`src/rtl/cache_arbiter.sv`:
```
// cache_arbiter: two-requester front end for a single-port cache. Requester 0
// (fetch) and requester 1 (load-store) compete for the cache. A winner is
// granted in IDLE or RESP and then owns the cache for LATCH, ACCESS and RESP.
//
// Ports
//   clk, rst                    clock, asynchronous active-high reset
//   reqN, weN, addrN, wdataN    request, write flag, byte address, write data
//   gntN                        combinational one-cycle accept pulse
//   doneN, rdataN               completion pulse, read data (valid with doneN)
//   busy                        high whenever not IDLE
//   cache_addr, cache_we,       registered address, write enable and write
//   cache_data_in                 data to the cache
//   cache_data_out              cache read data, valid one edge after access
module cache_arbiter #(
   parameter int unsigned FIXED_PRIO = 0,
   localparam int unsigned AW = 16,
   localparam int unsigned DW = 8
) (
   input  logic          clk,
   input  logic          rst,
   input  logic          req0,
   input  logic          req1,
   input  logic          we0,
   input  logic          we1,
   input  logic [AW-1:0] addr0,
   input  logic [AW-1:0] addr1,
   input  logic [DW-1:0] wdata0,
   input  logic [DW-1:0] wdata1,
   output logic          gnt0,
   output logic          gnt1,
   output logic          done0,
   output logic          done1,
   output logic [DW-1:0] rdata0,
   output logic [DW-1:0] rdata1,
   output logic          busy,
   output logic [AW-1:0] cache_addr,
   output logic          cache_we,
   output logic [DW-1:0] cache_data_in,
   input  logic [DW-1:0] cache_data_out
);

   localparam logic [1:0] IDLE   = 2'd0;
   localparam logic [1:0] LATCH  = 2'd1;
   localparam logic [1:0] ACCESS = 2'd2;
   localparam logic [1:0] RESP   = 2'd3;

   logic [1:0] state;
   logic [1:0] state_nxt;
   logic       owner;      // 1 = requester 1 owns the current access
   logic       we_q;
   logic       last_gnt;   // requester granted most recently
   logic       pick0;
   logic       opp;
   logic       any_gnt;

   // Arbitration and next-state decode
   always_comb begin
      state_nxt = state;
      gnt0      = 1'b0;
      gnt1      = 1'b0;
      pick0     = 1'b0;
      opp       = !rst && ((state == IDLE) || (state == RESP));
      // Requester 0 wins alone, on fixed priority, or when 1 was granted last
      if (req0 && (!req1 || (FIXED_PRIO != 0) || last_gnt))
         pick0 = 1'b1;
      if (opp) begin
         gnt0 = req0 && pick0;
         gnt1 = req1 && !pick0;
      end
      any_gnt = gnt0 || gnt1;
      case (state)
         IDLE:    if (any_gnt) state_nxt = LATCH;
         LATCH:   state_nxt = ACCESS;
         ACCESS:  state_nxt = RESP;
         RESP:    state_nxt = any_gnt ? LATCH : IDLE;
         default: state_nxt = IDLE;
      endcase
   end

   // State, capture registers and registered outputs
   always_ff @(posedge clk or posedge rst) begin
      if (rst) begin
         state         <= IDLE;
         owner         <= 1'b0;
         we_q          <= 1'b0;
         last_gnt      <= 1'b1;
         cache_addr    <= '0;
         cache_data_in <= '0;
         cache_we      <= 1'b0;
         done0         <= 1'b0;
         done1         <= 1'b0;
         busy          <= 1'b0;
      end else begin
         state    <= state_nxt;
         busy     <= (state_nxt != IDLE);
         // Write strobe exists only for the ACCESS cycle
         cache_we <= (state_nxt == ACCESS) && we_q;
         done0    <= (state_nxt == RESP) && !owner;
         done1    <= (state_nxt == RESP) && owner;
         if (any_gnt) begin
            owner         <= gnt1;
            last_gnt      <= gnt1;
            we_q          <= gnt1 ? we1 : we0;
            cache_addr    <= gnt1 ? addr1 : addr0;
            cache_data_in <= gnt1 ? wdata1 : wdata0;
         end
      end
   end

   // Cache read data arrives during RESP, so it is steered combinationally
   always_comb begin
      rdata0 = '0;
      rdata1 = '0;
      if (done0 && !we_q) rdata0 = cache_data_out;
      if (done1 && !we_q) rdata1 = cache_data_out;
   end

endmodule

```
`config.mk`:
```
export PLATFORM = sky130hd
export DESIGN_NAME = cache_arbiter
export DESIGN_NICKNAME = d
export VERILOG_FILES = /design/src/rtl/cache_arbiter.sv
export SDC_FILE = /design/constraint.sdc
export NUM_CORES = 1
export LEC_CHECK = 0
export ABC_AREA = 1
export CORE_UTILIZATION = 31
export DETAILED_ROUTE_END_ITERATION = 7
export PLACE_DENSITY = 0.74
export SETUP_SLACK_MARGIN = 0.05
export SYNTH_ARGS = -nofsm -noshare
export SYNTH_HDL_FRONTEND = slang
export SYNTH_SLANG_ARGS = --single-unit
```
`constraint.sdc`:
```
create_clock -name clk -period 2.2 [get_ports clk]
set_input_delay 0.22 -clock clk [delete_from_list [all_inputs] [get_ports clk]]
set_output_delay 0.22 -clock clk [all_outputs]
set_load 0.01 [all_outputs]
```
### Yosys cells after proc, flatten, opt, wreduce, memory -nomap -nowiden

Index checks and enable logic that the tools add are counted.

| word-level totals | value |
|---|---|
| input bits | 62 |
| logic and storage cells | 45 |
| output and inout port bits | 46 |
| flip-flop bits (word level) | 33 |

| cells by class | value |
|---|---|
| equality and inequality tests | 5 |
| multiplexer cells | 11 |
| reductions and logical operators | 19 |

Operators with widths:

| kind | number |
|---|---|
| $mux 8 | 3 |
| $mux 16 | 1 |
| $logic_and 1x1->1 | 9 |
| $eq 2x2->1 const B | 4 |
| $pmux 2 s4 | 1 |
| $logic_not 1->1 | 5 |
| $mux 1 | 5 |
| $logic_or 1x1->1 | 3 |
| $eq 2x1->1 const B | 1 |
| $logic_not 2->1 | 1 |
| $mux 2 | 1 |
| $reduce_bool 2->1 | 1 |

### Logic depth before layout (Yosys ltp)

| depth | value |
|---|---|
| depth in word-level cells | 12 |
| gate-level depth with buffers | 8 |

### Worst setup path before layout

Ideal clock, no wire load.

| path | value |
|---|---|
| path kind | flip-flop to flip-flop |
| start point | register state[0] |
| end point | register cache_addr[0] |
| data required time | 2.076 ns |
| library setup time | 0.124 ns |
| cell stages (with the launch flop) | 9 |
| arrival | 1.476 ns |
| setup slack | 0.600 ns |
| cell sequence | dfrtp_1 -> inv_1 -> ha_1 -> nor2_4 -> nand3_2 -> buf_6 -> buf_2 -> nand3_1 -> nand3_1 |

| between the ends | value |
|---|---|
| cells in the longest elaborated chain, start to end | 5 |
| elaborated cells on any way between the ends | 8 |
| classes of those cells | eq/ne: 1; mux: 3; reduce/logical: 4 |

RTL lines:

| element | line | RTL |
|---|---|---|
| start: declaration | 47 | `logic [1:0] state;` |
| start signal: assignment | 94 | `state <= state_nxt;` |
| $eq 2x2->1 or $logic_not 2->1 (tied branches) | 62 | `opp = !rst && ((state == IDLE) \|\| (state == RESP));` |
| $logic_or 1x1->1 * | 62 |  |
| $logic_and 1x1->1 * | 62 |  |
| $mux 1 | 66 | `if (opp) begin` |
| $mux 16 or $logic_or 1x1->1 (tied branches) | 104, 70 |  |
| end signal: assignment | 104 | `cache_addr <= gnt1 ? addr1 : addr0;` |
| end: declaration | 36 | `output logic [AW-1:0] cache_addr,` |

Mark *: on every way between the ends. The rest lies on a longest branch, timed or not.
A chain may end at the register's enable or synchronous reset.

### Final worst setup path

| path | value |
|---|---|
| start point | register state[1] |
| end point | output port gnt1 |

| between the ends | value |
|---|---|
| cells in the longest elaborated chain, start to end | 4 |
| elaborated cells on any way between the ends | 5 |
| classes of those cells | eq/ne: 1; mux: 1; reduce/logical: 3 |

RTL lines:

| element | line | RTL |
|---|---|---|
| $eq 2x2->1 or $logic_not 2->1 (tied branches) | 62 |  |
| $logic_or 1x1->1 * | 62 |  |
| $logic_and 1x1->1 * | 62 |  |
| $mux 1 * | 66 |  |
| end: declaration | 30 | `output logic gnt1,` |

Marked as above.

==> impl_metrics.ini <==
[pwr]
pwr-share-comb_pct = 54.1
swShare_pct = 36.9
power_leakage_nw = 1.35
power_density_nw_per_um2 = 1130
power.switching_mw = 1.22
seqPwrFrac_pct = 31.7
fin_total_pwr_mw = 3.31
internal_power_mw = 2.09
ir_drop_uv = 675
power_frac_clock_pct = 14.2

[timing]
worst_pin_slew_ns = 0.397
fin_hold_ws_ns = 0.390
finalHoldViolations = 0
min_period_over_period_pct = 94.0
fin_crit_ns = 2.07
setup_viol = 0
slew_violations = 0
skew_ns = 0.00658
rsz0062_at_grt = no
fmax_ghz = 0.483
max-slew-margin-rel_pct = 73.5
setup_tns_ns = 0
layout_setup_ws_ns = 0.132

[hold_path]
hold_path_class = in -> async

[clock_tree]
cts-htree-levels = 2
tritoncts.num_buffers = 5
cts_tree = done
cts_buffer_depth = 2
root_buffer = clkbuf_8
clk_latency_ns = 0.29
cts_sinks = 33
path_clk_slew_ns = 0.07
hold_buffers = 0

[finish]
fillers = 473
drive_above_1_share_pct = 7.79
post-route-util_pct = 56.8
fin_nets = 386
areaGrowthSynthToFinish_pct = 75.4
diodes = 0

[worst_setup_path]
arrival_ns = 1.85
crit_path_start = state[1]
max_stage_delay_ns = 0.52
r2r-start = state[1]
critPathRequiredTime_ns = 1.98
path_cells = inv_1, ha_4, nor2_4, nand2_2, inv_4, clkdlybuf4s50_1
setup.worst_path.start_class = flop
crit_end = gnt1
ff2ff_setup_slack_ns = 0.31
endpoint_kind = primary output
worst_path_max_delay_cell = clkdlybuf4s50_1
r2r-end = busy
ff2ff_path_depth = 9
crit_type = reg -> out
path_max_fanout = 3

[job]
maxCapViolCount = 0

[yosys]
syn_area_um2 = 1680
synth_nets = 272
synth_cell_types = 18
ys_seq_area_share_pct = 49.3
synth_seq_cells = 33
yosys_warnings = 0
postSynthAreaPerCell_um2 = 8.14
postSynthCellCount = 206

[placement]
gp_congestion = 0.761
io_buffers = 107
pre_cts_ws_ns = 0.257
hpwl_um = 3650

[detailed_routing]
drc = 0
vias = 1829
ant_nets = 0
firstDrtPassIters = 4
drt_wl_total_um = 5110
vias_per_cell = 4.68
dr.first_iter.drc_count = 77
wire_per_inst_um = 13.1

[global_route]
track_usage_pct = 18.5
grt.overflow.total = 0
grt_start_max_net_pins = 29
grt_pass1_wl_um = 7780
grt_antenna_before_repair = 0
grt_pass1_vias = 1740

[die]
die-area_um2 = 5710
die_h_um = 75.5
initial_core_util_pct = 32.4
die-width_um = 75.5
num_io_pins = 108
num_rows = 26
core_um2 = 5170

[run_status]
status = finished, final reports clean
## logic make-up (layout without fill, tap and decap cells)
kind of cell | Yosys count | after routing | synth area share [%]
AOI/OAI and AO/OA | 5 | 5 | 2.01
adders and majority gates | 4 | 4 | 2.99
and+or+nand+nor | 131 | 131 | 35.9
DFF | 33 | 33 | 49.3
buffers and inverters | 33 | 148 | 9.78
## critical path, delay by kind of cell, from the launching register on
family	cells	cell delay [ns]
adders and majority gates	1	0.23
and+or+nand+nor	2	0.20
DFF	1	0.40
buffers and inverters	3	0.72
## cells in the mapped netlist
cell type | instances | share of area (%)
nand2_1 | 35 | 7.8
nand3_1 | 75 | 22
ha_1 | 4 | 3.0
buf_6 | 3 | 2.0
nor2_4 | 1 | 0.67
dfstp_2 | 1 | 1.6
inv_2 | 1 | 0.22
inv_4 | 1 | 0.37
nand3_2 | 1 | 0.60
a21oi_1 | 3 | 0.90
inv_1 | 20 | 4.5
buf_2 | 6 | 1.8
o211ai_1 | 1 | 0.45
nor2_1 | 18 | 4.0
a21boi_2 | 1 | 0.67
nand2_2 | 1 | 0.37
dfrtp_1 | 32 | 48
buf_4 | 2 | 0.90
## placed cells by master, fill, tap and decap left out
master | Yosys | routed
a21oi_1 | 3 | 3
clkbuf_8 | 0 | 6
nand2_1 | 35 | 35
nand3_2 | 1 | 1
nand3_1 | 75 | 75
clkbuf_1 | 0 | 2
inv_1 | 20 | 20
ha_1 | 4 | 3
o211ai_1 | 1 | 1
ha_4 | 0 | 1
a21boi_2 | 1 | 1
dlygate4sd2_1 | 0 | 1
clkdlybuf4s50_1 | 0 | 106
buf_4 | 2 | 11
dfstp_2 | 1 | 1
nor2_1 | 18 | 18
nor2_4 | 1 | 1
inv_2 | 1 | 1
nand2_2 | 1 | 1
dfrtp_1 | 32 | 32
inv_4 | 1 | 1
## state kept, by name, indices dropped and copies added (netlist names)
name           cells
state              2
we_q               1
cache_we           1
last_gnt           1
done0              1
done1              1
cache_addr        16
owner              1
cache_data_in      8
busy               1
## per-layer routing
layer	track usage, %	share of wire [%]	vias up
met1	22.4	42	843
li1	-	-	897
met5	0	0	-
met4	6.79	1.3	0
met2	31.4	46	81
met3	5.42	10	8
## power groups by stage
stage                     clock (mW)  combinational [mW]  sequential [mW]
after floorplan                    0               0.764             1.16
after global placement             0                1.70             1.05
after detailed placement           0                1.73             1.07
after CTS                      0.483                1.75             1.05
after global routing           0.503                1.97             1.08
final                          0.470                1.79             1.05
## metrics by stage
step           cell area (um2)  cells
5_1_grt                   2940    391
2_1_floorplan             1680    206
6_report                  2940    391
3_5_place_dp              2820    380
4_1_cts                   2910    389
3_3_place_gp              2820    380
## how the worst min path moves through the flow
stage,endpoint,cells past startpoint
6_report,we_q,3
4_1_cts,we_q,3
3_3_place_gp,done0,1
2_1_floorplan,busy,1
3_5_place_dp,done0,1
5_1_grt,we_q,3
## what timing repair did
action	CTS	global route
endpoints found under the setup margin	2	1
buffers inserted	1	2
pin swaps	0	1
resized for setup	1	1
endpoints found under the hold margin	0	0
## area by class of cell
class	count	area [um2]	share of cell area, %
tap	70	87.6	2.98
timing repair buffer	118	1150	39.2
inverter	22	85.1	2.89
sequential	33	827	28.1
clock buffer	8	90.1	3.06
multi-input combinational	140	698	23.7
No activity file was read; power rests on OpenSTA's default activity.
